<file path="src/rtl/vga_pkg.sv">
// Shared VGA timing constants (640x480@60 defaults) and helpers.
package vga_pkg;

    localparam int VGA_CE_DIV   = 4;
    localparam int VGA_H_ACTIVE = 640;
    localparam int VGA_H_FP     = 16;
    localparam int VGA_H_SYNC   = 96;
    localparam int VGA_H_BP     = 48;
    localparam int VGA_V_ACTIVE = 480;
    localparam int VGA_V_FP     = 10;
    localparam int VGA_V_SYNC   = 2;
    localparam int VGA_V_BP     = 33;
    localparam int VGA_CNT_W    = 11;
    localparam int VGA_FRAME_W  = 16;

    function automatic int total(input int active, input int fp, input int sync, input int bp);
        return active + fp + sync + bp;
    endfunction

endpackage

</file>
<file path="src/rtl/clk_en_div.sv">
// Pixel clock-enable divider: one-cycle PixCE every CE_DIV cycles of CLK100M.
module clk_en_div #(
    parameter int CE_DIV = 4
) (
    input  logic CLK100M,
    input  logic Reset,
    input  logic Enable,
    output logic PixCE
);

    localparam int DIV_W = (CE_DIV > 1) ? $clog2(CE_DIV) : 1;
    localparam logic [DIV_W-1:0] DIV_LAST = DIV_W'(CE_DIV - 1);

    logic [DIV_W-1:0] div_q, div_d;

    always_comb begin
        div_d = div_q;
        if (Enable) begin
            div_d = (div_q == DIV_LAST) ? '0 : div_q + 1'b1;
        end
    end

    always_ff @(posedge CLK100M) begin
        if (Reset) div_q <= '0;
        else       div_q <= div_d;
    end

    // Gated with Reset so CE_DIV=1 cannot strobe while the counters are held.
    assign PixCE = Enable && !Reset && (div_q == DIV_LAST);

endmodule

</file>
<file path="src/rtl/vga_timing_ce.sv">
// Parametrised VGA timing generator on a single clock, pixel rate set by a clock enable.
module vga_timing_ce
    import vga_pkg::*;
#(
    parameter int   CE_DIV   = VGA_CE_DIV,
    parameter int   H_ACTIVE = VGA_H_ACTIVE,
    parameter int   H_FP     = VGA_H_FP,
    parameter int   H_SYNC   = VGA_H_SYNC,
    parameter int   H_BP     = VGA_H_BP,
    parameter int   V_ACTIVE = VGA_V_ACTIVE,
    parameter int   V_FP     = VGA_V_FP,
    parameter int   V_SYNC   = VGA_V_SYNC,
    parameter int   V_BP     = VGA_V_BP,
    parameter logic HS_POL   = 1'b0,
    parameter logic VS_POL   = 1'b0,
    parameter int   CNT_W    = VGA_CNT_W,
    parameter int   FRAME_W  = VGA_FRAME_W
) (
    input  logic               CLK100M,
    input  logic               Reset,
    input  logic               Enable,
    output logic               PixCE,
    output logic               Vde,
    output logic               VGA_HS,
    output logic               VGA_VS,
    output logic [CNT_W-1:0]   HCnt,
    output logic [CNT_W-1:0]   VCnt,
    output logic               LineStart,
    output logic               FrameStart,
    output logic               VBlankStart,
    output logic [FRAME_W-1:0] FrameCnt
);

    localparam int H_TOTAL = total(H_ACTIVE, H_FP, H_SYNC, H_BP);
    localparam int V_TOTAL = total(V_ACTIVE, V_FP, V_SYNC, V_BP);
    localparam logic [CNT_W-1:0] H_LAST = CNT_W'(H_TOTAL - 1);
    localparam logic [CNT_W-1:0] V_LAST = CNT_W'(V_TOTAL - 1);

    if ((H_TOTAL - 1) >= (1 << CNT_W) || (V_TOTAL - 1) >= (1 << CNT_W)) begin : g_cnt_w_chk
        $error("vga_timing_ce: H_TOTAL-1 or V_TOTAL-1 does not fit in CNT_W bits");
    end

    logic pix_ce;

    clk_en_div #(.CE_DIV(CE_DIV)) u_div (
        .CLK100M (CLK100M),
        .Reset   (Reset),
        .Enable  (Enable),
        .PixCE   (pix_ce)
    );

    // nx/ny hold the coordinate to present on the next PixCE; the output
    // registers hold the one currently presented, so all outputs move together.
    logic [CNT_W-1:0]   nx_q, nx_d, ny_q, ny_d;
    logic [CNT_W-1:0]   hcnt_q, hcnt_d, vcnt_q, vcnt_d;
    logic               vde_q, vde_d, hs_q, hs_d, vs_q, vs_d;
    logic               ls_q, ls_d, fs_q, fs_d, vbs_q, vbs_d;
    logic [FRAME_W-1:0] fcnt_q, fcnt_d;
    logic               seen_q, seen_d;

    logic at_x0, at_y0, in_hs, in_vs, in_vis;

    assign at_x0  = (nx_q == '0);
    assign at_y0  = (ny_q == '0);
    assign in_vis = (int'(nx_q) < H_ACTIVE) && (int'(ny_q) < V_ACTIVE);
    assign in_hs  = (int'(nx_q) >= H_ACTIVE + H_FP) && (int'(nx_q) < H_ACTIVE + H_FP + H_SYNC);
    assign in_vs  = (int'(ny_q) >= V_ACTIVE + V_FP) && (int'(ny_q) < V_ACTIVE + V_FP + V_SYNC);

    always_comb begin
        nx_d   = nx_q;
        ny_d   = ny_q;
        hcnt_d = hcnt_q;
        vcnt_d = vcnt_q;
        vde_d  = vde_q;
        hs_d   = hs_q;
        vs_d   = vs_q;
        ls_d   = ls_q;
        fs_d   = fs_q;
        vbs_d  = vbs_q;
        fcnt_d = fcnt_q;
        seen_d = seen_q;
        // Strobes last one CLK100M cycle; with Enable low everything is frozen.
        if (Enable) begin
            ls_d  = 1'b0;
            fs_d  = 1'b0;
            vbs_d = 1'b0;
        end
        if (pix_ce) begin
            hcnt_d = nx_q;
            vcnt_d = ny_q;
            vde_d  = in_vis;
            hs_d   = in_hs ? HS_POL : ~HS_POL;
            vs_d   = in_vs ? VS_POL : ~VS_POL;
            ls_d   = at_x0;
            fs_d   = at_x0 && at_y0;
            vbs_d  = at_x0 && (int'(ny_q) == V_ACTIVE);
            // The first frame after reset is not a completed frame.
            if (at_x0 && at_y0) begin
                if (seen_q) fcnt_d = fcnt_q + 1'b1;
                seen_d = 1'b1;
            end
            if (nx_q == H_LAST) begin
                nx_d = '0;
                ny_d = (ny_q == V_LAST) ? '0 : ny_q + 1'b1;
            end else begin
                nx_d = nx_q + 1'b1;
            end
        end
    end

    always_ff @(posedge CLK100M) begin
        if (Reset) begin
            nx_q   <= '0;
            ny_q   <= '0;
            hcnt_q <= '0;
            vcnt_q <= '0;
            vde_q  <= 1'b0;
            hs_q   <= ~HS_POL;
            vs_q   <= ~VS_POL;
            ls_q   <= 1'b0;
            fs_q   <= 1'b0;
            vbs_q  <= 1'b0;
            fcnt_q <= '0;
            seen_q <= 1'b0;
        end else begin
            nx_q   <= nx_d;
            ny_q   <= ny_d;
            hcnt_q <= hcnt_d;
            vcnt_q <= vcnt_d;
            vde_q  <= vde_d;
            hs_q   <= hs_d;
            vs_q   <= vs_d;
            ls_q   <= ls_d;
            fs_q   <= fs_d;
            vbs_q  <= vbs_d;
            fcnt_q <= fcnt_d;
            seen_q <= seen_d;
        end
    end

    assign PixCE       = pix_ce;
    assign Vde         = vde_q;
    assign VGA_HS      = hs_q;
    assign VGA_VS      = vs_q;
    assign HCnt        = hcnt_q;
    assign VCnt        = vcnt_q;
    assign LineStart   = ls_q;
    assign FrameStart  = fs_q;
    assign VBlankStart = vbs_q;
    assign FrameCnt    = fcnt_q;

endmodule

</file>
<file path="config.mk">
export PLATFORM = sky130hd
export DESIGN_NAME = vga_timing_ce
export DESIGN_NICKNAME = d
export VERILOG_FILES = /design/src/rtl/vga_pkg.sv /design/src/rtl/clk_en_div.sv /design/src/rtl/vga_timing_ce.sv
export SDC_FILE = /design/constraint.sdc
export NUM_CORES = 1
export LEC_CHECK = 0
export ABC_CLOCK_PERIOD_IN_PS = 1700
export CAP_MARGIN = 20
export CELL_PAD_IN_SITES_DETAIL_PLACEMENT = 1
export CELL_PAD_IN_SITES_GLOBAL_PLACEMENT = 2
export CORE_MARGIN = 5
export CORE_UTILIZATION = 30
export CTS_BUF_LIST = sky130_fd_sc_hd__clkbuf_4 sky130_fd_sc_hd__clkbuf_8 sky130_fd_sc_hd__clkbuf_16
export DETAILED_ROUTE_END_ITERATION = 10
export GPL_ROUTABILITY_DRIVEN = 0
export GPL_TIMING_DRIVEN = 0
export PLACE_DENSITY = 0.79
export SKIP_LAST_GASP = 1
export SYNTH_ARGS = -nofsm -noshare
export SYNTH_HDL_FRONTEND = slang
export SYNTH_SLANG_ARGS = --single-unit
</file>
<file path="constraint.sdc">
create_clock -name CLK100M -period 1.7 [get_ports CLK100M]
set_input_delay 0.34 -clock CLK100M [delete_from_list [all_inputs] [get_ports CLK100M]]
set_output_delay 0.34 -clock CLK100M [all_outputs]
set_load 0.03 [all_outputs]
</file>
==> results_dict.tcl, run 1 <==
set metrics [dict create \
    p_total_mw 3.354 \
    power.internal_mw 2.554 \
    r2r_start "nx_q[0]" \
    final_common_cell "buf_4" \
    setup-violations-final 26 \
    power.density_nw_per_um2 665.7 \
    clock_sinks 69 \
    async_reset_ff_share_pct 0 \
    cts_tree "yes" \
    power.leakage_nw 2.119 \
    num_vias 3186 \
    synth-edff-count 0 \
    placed_cell_area_um2 3939 \
    synthCells 342 \
    ios 48 \
    worstHoldPathCells 2 \
    cts_hold_buf 0 \
    syn_avg_cell_area_um2 9.344 \
    finalMaxSlewViolations 0 \
    crit_path_start "nx_q[0]" \
    synthesis.area_um2 3196 \
    synthAdderAreaFrac_pct 2.349 \
    grt.busiest_layer "met2" \
    rrSetupSlack_ns -0.21 \
    clk_pin_slew_ns 0.08 \
    layout-drive-gt1-share_pct 40.43 \
    fp.dieH_um 113.2 \
    netlist.area_leader.share_pct 43.23 \
    antenna_found_initial 0 \
    wl_per_cell_um 18.52 \
    fin_skew_ns 0.01249 \
    use_met2_pct 29.34 \
    grt_pass1_vias 3308 \
    start_util_pct 30.82 \
    dpl.hpwl_um 6737 \
    tns_ns -2.721 \
    synth_xor_area_share_pct 2.741 \
    startpoint_type "register" \
    firstDrtPassIters 4 \
    hold_violations 0 \
    power_frac_seq_pct 48.4 \
    clock_latency_ns 0.36 \
    dieArea_um2 12820 \
    grt.overflow.total 0 \
    dp_slack_ns -1.258 \
    drtIter0Drc 106 \
    arrival_ns 2.17 \
    combPwrFrac_pct 5.3 \
    drt-vias-per-instance 5.257 \
    post-route-drc-count 0 \
    yosys_register_bits 69 \
    use_met3_pct 3.316 \
    criticalPathCategory "reg2reg" \
    hold_end "HCnt[2]" \
    path_max_fanout 5 \
    stdcell_area_um2 5039 \
    synth_area_leaders "dfxtp_1 (43%), a22o_1 (3.8%), a21oi_1 (3.3%), or4_1 (3.3%), o31ai_1 (3.1%)" \
    clock_path_buffers 2 \
    cp.required_ns 1.95 \
    die_w_um 113.2 \
    max_slew_margin_pct 59.59 \
    nets 474 \
    min-delay-start "HCnt[2]" \
    num_rows 37 \
    synth_ff_type "dfxtp_1" \
    status "finished, violations left" \
    grt_usage_pct 16.79 \
    setup_ws_ns -0.2137 \
    synth.area.mux_share_pct 2.388 \
    cts_max_level 3 \
    grt_setup_unrepaired "true" \
    finalCritPeriodShare_pct 112.6 \
    crit_path_end_kind "register" \
    clkPwrFrac_pct 46.3 \
    grt_max_degree 13 \
    met1_usage_pct 20.39 \
    synth_cell_types 57 \
    synth_top_family_by_area "simple AND/OR/NAND/NOR gates" \
    diodes 0 \
    maxCapViolCount 0 \
    tightest_slew_ns 0.6062 \
    drt-total-wl_um 11220 \
    cts_root_buf "clkbuf_8" \
    switchingPower_uw 800.1 \
    grt_pass1_wl_um 17020 \
    ir_drop_mv 0.4334 \
    synth_compound_area_share_pct 15.86 \
    synthSimpleGateAreaFrac_pct 29.05 \
    coreArea_um2 10370 \
    r2r_end "FrameCnt[15]" \
    area_delta_synth_final_pct 57.67 \
    switching_share_pct 23.85 \
    synth_top_cell_by_area "dfxtp_1" \
    layout_common_cells "buf_4 (60), dfxtp_1 (47), dlygate4sd2_1 (46)" \
    drtAntennaViolNets 0 \
    synthesis.nets 351 \
    cts_made_buffers 9 \
    finalCriticalPeriod_ns 1.914 \
    min_path_type "reg2reg" \
    violations "setup timing" \
    r2r_cells 8 \
    ys_seq_area_share_pct 43.23 \
    fmax_mhz 522.6 \
    synth_warnings 0 \
    port-buffer-count 47 \
]
==> worst max path at each step <==
stage,to,slack (ns),depth (start not counted)
2_1_floorplan,FrameCnt[13],-0.09,6
5_1_grt,FrameCnt[11],-0.28,5
6_report,FrameCnt[15],-0.21,8
3_3_place_gp,PixCE,-1.25,6
4_1_cts,FrameCnt[13],-0.19,7
3_5_place_dp,PixCE,-1.26,6
==> stage by stage <==
stage	cells	utilization [%]	hold slack, ns
2_1_floorplan	342	-	0.4888
3_3_place_gp	525	37.98	0.4339
3_5_place_dp	525	37.98	0.4371
4_1_cts	579	44.23	0.4465
5_1_grt	606	48.59	0.4719
6_report	606	48.59	0.4424
==> Yosys cell counts (4+ instances only) <==
library cell,n
or4_1,14
a22o_1,14
o21ai_0,15
o31ai_1,13
ha_1,6
nor2_1,21
or3_1,5
nand2b_1,5
inv_1,8
nand2_1,24
clkbuf_1,10
xor2_1,5
xnor2_1,5
nor4_1,8
nor2b_1,6
mux2_2,5
a21oi_1,21
nand3_1,15
dfxtp_1,69
nor3_1,4
buf_2,4
nand4_1,14
==> layout make-up <==
type	instances	area [um^2]
clock inverter	6	86.33
inverter	9	46.29
sequential	69	1429
tap	136	170.2
multi-input combinational	244	2039
timing repair buffer	116	989.7
fill	1184	5331
clock buffer	10	137.6
buffer	16	140.1
==> worst max-delay path: stages (launching register included) <==
cell and delay (ns):
dfxtp_4 0.36, inv_4 0.06, ha_4 0.12, nor4b_4 0.18, buf_4 0.19, nand4_4 0.17, buf_12 0.20, nor4_4 0.18
mux2_2 0.36
==> cells by family (layout without fill, tap and decap cells) <==
family          after synthesis  count (layout)
simple gates                145             145
flops                        69              69
mux                           7               7
fa+ha+maj                     6               6
xor+xnor                     10              10
compound gates               76              76
buf+inv                      29             157
==> flip-flops by register name, indices dropped and copies added (netlist names), 2 cells and up <==
| register | cells |
|---|---|
| FrameCnt | 16 |
| HCnt | 11 |
| VCnt | 11 |
| nx_q | 11 |
| ny_q | 11 |
| u_div.div_q | 2 |
==> routing by layer <==
metal  share of wire, %  vias to the layer above
met4                1.7                        0
met2                 50                       60
met5                  0                        -
li1                   -                     1529
met3                3.2                       14
met1                 45                     1583
==> power groups by stage <==
stage	Combinational [mW]	Sequential, mW	Clock [mW]
finish	0.178	1.62	1.55
global route	0.193	1.63	1.65
CTS	0.157	1.63	1.58
detailed placement	0.129	1.67	0
global placement	0.126	1.67	0
floorplan	0.0844	1.67	0
==> what timing repair did <==
action                                  in CTS  in global routing
endpoints found under the setup margin     112                 37
cloned                                       0                  2
gates resized for setup                    106                 61
pin swaps                                   37                 23
buffers inserted                            39                 28
Power figures use the tool's default switching activity.
==> inputs of run 2 (changes only) <==
--- a/config.mk
+++ b/config.mk
@@ -15,7 +15,7 @@
 export DETAILED_ROUTE_END_ITERATION = 10
 export GPL_ROUTABILITY_DRIVEN = 0
 export GPL_TIMING_DRIVEN = 0
-export PLACE_DENSITY = 0.79
+export PLACE_DENSITY = 0.81
 export SKIP_LAST_GASP = 1
 export SYNTH_ARGS = -nofsm -noshare
 export SYNTH_HDL_FRONTEND = slang
==> run 2 against run 1 <==
  * The run still ends with setup timing left
  * Clock power increased by 3%
  * Final area increased by 2.1%
  * Fmax decreased by 0.58%
  * First-iteration DRC count increased by 30%
  * Die area unchanged
  * Cell count increased by 0.17%
  * Clock skew decreased by 0.0018 ns
  * Total power increased by 1.8%
  * Sequential cell count unchanged
  * Sequential power about the same
  * Non-clock buffer count unchanged
==> results_dict.tcl, run 2 (synthesis results as in run 1) <==
set metrics [dict create \
    port-buffer-count 47 \
    grt_pass1_wl_um 18510 \
    layout.cells.non_filler 607 \
    layout_common_cells "buf_4 (52), dfxtp_1 (49), dlygate4sd2_1 (46)" \
    p_total_mw 3.413 \
    violations "setup timing" \
    start_util_pct 30.82 \
    min_path_type "reg2reg" \
    dieArea_um2 12820 \
    clock_sinks 69 \
    power_frac_seq_pct 47.7 \
    startpoint_type "register" \
    power.leakage_nw 2.136 \
    grt_setup_unrepaired "true" \
    clkPwrFrac_pct 46.5 \
    fillers 1167 \
    grt_max_degree 13 \
    nets 475 \
    die_w_um 113.2 \
    grt_usage_pct 18.14 \
    cts_max_level 3 \
    combPwrFrac_pct 5.8 \
    arrival_ns 2.17 \
    diodes 0 \
    clock_latency_ns 0.35 \
    path_max_fanout 6 \
    finalCritPeriodShare_pct 113.2 \
    tightest_slew_ns 0.6131 \
    ir_drop_mv 0.3155 \
    fp.dieH_um 113.2 \
    cts_made_buffers 9 \
    switching_share_pct 24.10 \
    dpl.hpwl_um 6785 \
    finalCriticalPeriod_ns 1.925 \
    drt-total-wl_um 12620 \
    cp.required_ns 1.95 \
    num_vias 3324 \
    rrSetupSlack_ns -0.22 \
    setup_ws_ns -0.2249 \
    maxCapViolCount 0 \
    cpMaxStageDelayCell "dfxtp_4" \
    drtAntennaViolNets 0 \
    drt-vias-per-instance 5.476 \
    ios 48 \
    clock_path_buffers 2 \
    cp_slowest_stage_delay_ns 0.36 \
    num_rows 37 \
    largest_reg_flops 16 \
    hold_violations 0 \
    status "finished, violations left" \
    cts_tree "yes" \
    wl_per_cell_um 20.79 \
    power.internal_mw 2.591 \
    criticalPathCategory "reg2reg" \
    place_inst 525 \
    crit_path_end_kind "register" \
    setup-violations-final 39 \
    switchingPower_uw 822.7 \
    whs_ns 0.4425 \
    cts_root_buf "clkbuf_8" \
    max_slew_margin_pct 59.12 \
    antenna_found_initial 0 \
    clk_pin_slew_ns 0.09 \
    coreArea_um2 10370 \
    firstDrtPassIters 4 \
    critPathBufInv 2 \
    power.density_nw_per_um2 663.4 \
    grt.overflow.total 0 \
    layout-drive-gt1-share_pct 41.61 \
    fmax_mhz 519.5 \
    drtIter0Drc 138 \
    tns_ns -3.562 \
    finalMaxSlewViolations 0 \
    path_cells "inv_4, ha_4, nor4b_4, buf_4, nand4_4, nor4_4, mux2_4" \
    area_delta_synth_final_pct 61.00 \
    final_common_cell "buf_4" \
    grt_pass1_vias 3425 \
    post-route-drc-count 0 \
    fin_skew_ns 0.01072 \
    cpLargestDelayFamily "simple AND/OR/NAND/NOR gates" \
]
==> run 2: path summary, 6_finish.rpt <==
path	startpoint	end	cells after the start
worst max-delay path	ny_q[0]	FrameCnt[13]	7
worst min-delay path	HCnt[2]	HCnt[2]	2
worst min register to register	HCnt[2]	HCnt[2]	2
worst max register to register	ny_q[0]	FrameCnt[13]	7
==> run 2: metrics by stage <==
step / area (um^2) / worst slack [ns] / util (%)
2_1_floorplan: 3298 / -0.08743 / -
3_3_place_gp: 3939 / -1.206 / 37.98
3_5_place_dp: 3939 / -1.209 / 37.98
4_1_cts: 4766 / -0.1710 / 45.96
5_1_grt: 5145 / -0.2914 / 49.61
6_report: 5145 / -0.2249 / 49.61
==> run 2: power groups by stage <==
stage                     Combinational, mW  Sequential (mW)  Clock, mW
after floorplan                      0.0844             1.67          0
after global placement                0.125             1.67          0
after detailed placement              0.128             1.67          0
after CTS                             0.178             1.63       1.59
after global routing                  0.212             1.63       1.65
final                                 0.199             1.63       1.59
==> run 2: timing repair <==
action / in CTS / in global routing
endpoints found under the hold margin: 0 / 0
pin swaps: 52 / 29
endpoints found under the setup margin: 112 / 35
hold buffers: 0 / 0
cloned: 2 / 0
buffers inserted: 48 / 19
resized for setup: 126 / 57
==> run 2: worst min-delay path, delay by kind of cell (launching register included) <==
family           cells  cell delay [ns]
flip-flops           1             0.32
AND/OR/NAND/NOR      2             0.09
==> run 2: routing by layer <==
metal / global-route usage (%) / part of all wire (%) / vias to the layer above
met1: 23.15 / 43 / 1665
met3: 3.476 / 4.7 / 23
met2: 31.04 / 50 / 108
li1: - / - / 1528
met4: 5.369 / 2.5 / 0
met5: 0 / 0 / -
==> run 2: final cells by class <==
cell class | count | area (um^2) | area share (%)
clock buffers | 11 | 145.1 | 2.821
well taps | 136 | 170.2 | 3.307
flip-flops and latches | 69 | 1421 | 27.63
plain buffers | 17 | 157.7 | 3.064
repair buffers | 115 | 998.5 | 19.41
inverters | 9 | 46.29 | 0.8998
clock inverters | 5 | 82.58 | 1.605
multi-input cells | 245 | 2123 | 41.27
==> inputs of run 3 (changes only) <==
--- a/config.mk
+++ b/config.mk
@@ -16,7 +16,7 @@
 export GPL_ROUTABILITY_DRIVEN = 0
 export GPL_TIMING_DRIVEN = 0
 export PLACE_DENSITY = 0.81
-export SKIP_LAST_GASP = 1
+export SKIP_CTS_REPAIR_TIMING = 1
 export SYNTH_ARGS = -nofsm -noshare
 export SYNTH_HDL_FRONTEND = slang
 export SYNTH_SLANG_ARGS = --single-unit
==> run 3 against run 2 <==
  * The flow still finishes with violations (setup timing)
  * Critical path type unchanged
  * Global-route usage down 3.1 points
  * Critical path depth up 1
  * Cell count down 2.8%
  * Via count down 5.4%
  * Clock power about the same
  * Die area unchanged
  * Clock-buffer cell count unchanged
  * Largest cell class unchanged
  * Sequential share of layout area up 0.26 points
  * Highest routed layer unchanged
==> results_dict.tcl, run 3 (synthesis results as in run 1) <==
set metrics [dict create \
    drtIter0Drc 78 \
    grt.overflow.total 0 \
    wl_per_cell_um 18.58 \
    final_common_cell "dlymetal6s2s_1" \
    place_inst 525 \
    tns_ns -3.104 \
    port-buffer-count 47 \
    worstHoldPathCells 2 \
    cts_tree "yes" \
    clock_path_buffers 2 \
    largest_reg_flops 16 \
    layout_common_cells "dlymetal6s2s_1 (46), dfxtp_1 (45), buf_4 (39)" \
    setup_ws_ns -0.2369 \
    fin_skew_ns 0.01490 \
    clock_sinks 69 \
    arrival_ns 2.18 \
    start_util_pct 30.82 \
    clk_pin_slew_ns 0.09 \
    layout.cells.non_filler 590 \
    fmax_mhz 516.3 \
    status "finished, violations left" \
    max_slew_margin_pct 59.59 \
    grt_setup_unrepaired "true" \
    drt-total-wl_um 10960 \
    clock_latency_ns 0.35 \
    startpoint_type "register" \
    coreArea_um2 10370 \
    layout-drive-gt1-share_pct 38.55 \
    drtAntennaViolNets 0 \
    finalCritPeriodShare_pct 113.9 \
    dp_slack_ns -1.209 \
    die_w_um 113.2 \
    criticalPathCategory "reg2reg" \
    cp.required_ns 1.94 \
    grt_pass1_wl_um 15550 \
    ir_drop_mv 0.2892 \
    path_cells "inv_4, ha_4, nor4b_4, buf_6, nand4_4, buf_6, nor4_4, mux2_4" \
    num_rows 37 \
    fp.dieH_um 113.2 \
    num_vias 3146 \
    finalMaxSlewViolations 0 \
    cp_common_cell "buf_6" \
    power.density_nw_per_um2 654.3 \
    cpMaxStageDelayCell "dfxtp_4" \
    stdcell_area_um2 5142 \
    min_path_type "reg2reg" \
    hold_violations 0 \
    cts_made_buffers 9 \
    ios 48 \
    path_max_fanout 5 \
    violations "setup timing" \
    rrSetupSlack_ns -0.24 \
    r2r_cells 8 \
    maxCapViolCount 0 \
    cts_max_level 3 \
    post-route-drc-count 0 \
    diodes 0 \
    placed_cell_area_um2 3939 \
    cp_slowest_stage_delay_ns 0.37 \
    finalCriticalPeriod_ns 1.937 \
    crit_path_end_kind "register" \
    setup-violations-final 28 \
    tightest_slew_ns 0.6061 \
    area_delta_synth_final_pct 60.92 \
    dpl.hpwl_um 6785 \
    drt-vias-per-instance 5.332 \
    dieArea_um2 12820 \
    cts_root_buf "clkbuf_8" \
    grt_usage_pct 15.05 \
    grt_max_degree 13 \
    antenna_found_initial 0 \
    firstDrtPassIters 4 \
    grt_pass1_vias 2987 \
    nets 458 \
    power.leakage_nw 2.661 \
]
run 3: metal layers:
metal / track usage, % / up-vias / share of wire [%] / routed length [um]
li1: - / 1502 / - / -
met1: 19.89 / 1555 / 45 / 4963
met3: 3.316 / 15 / 4.1 / 449
met2: 24.68 / 74 / 49 / 5360
met4: 4.327 / 0 / 1.7 / 190
met5: 0 / - / 0 / 0
run 3: cell type report:
type / count / area, um^2
plain buffers: 19 / 178.9
fillers: 1134 / 5228
inverters: 9 / 46.29
clock buffers: 11 / 145.1
well taps: 136 / 170.2
repair buffers: 96 / 1005
clock inverters: 5 / 82.58
flip-flops and latches: 69 / 1434
multi-input cells: 245 / 2081
run 3: critical path, delay by kind of cell, from the launching register on:
family,cells,cell delay [ns]
fa+ha+maj,1,0.12
flops,1,0.37
buf+inv,3,0.43
simple gates,3,0.59
mux,1,0.33
run 3: worst paths after layout:
path	startpoint	to
max	nx_q[0]	FrameCnt[13]
min	HCnt[2]	HCnt[2]
max reg2reg	nx_q[0]	FrameCnt[13]
min reg2reg	HCnt[2]	HCnt[2]
run 3: per-stage QoR:
step           hold WS, ns  total power, mW  utilization (%)
6_report            0.4437            3.365            49.59
3_5_place_dp        0.4360            1.802            37.98
2_1_floorplan       0.4888            1.759                -
4_1_cts             0.4494            3.353            40.18
3_3_place_gp        0.4327            1.798            37.98
5_1_grt             0.4676            3.462            49.59
run 3: where the power goes:
part | internal [mW] | switching, mW | total (mW)
Sequential | 1.61 | 0.0107 | 1.62
Combinational | 0.0756 | 0.104 | 0.180
Clock | 0.889 | 0.672 | 1.56
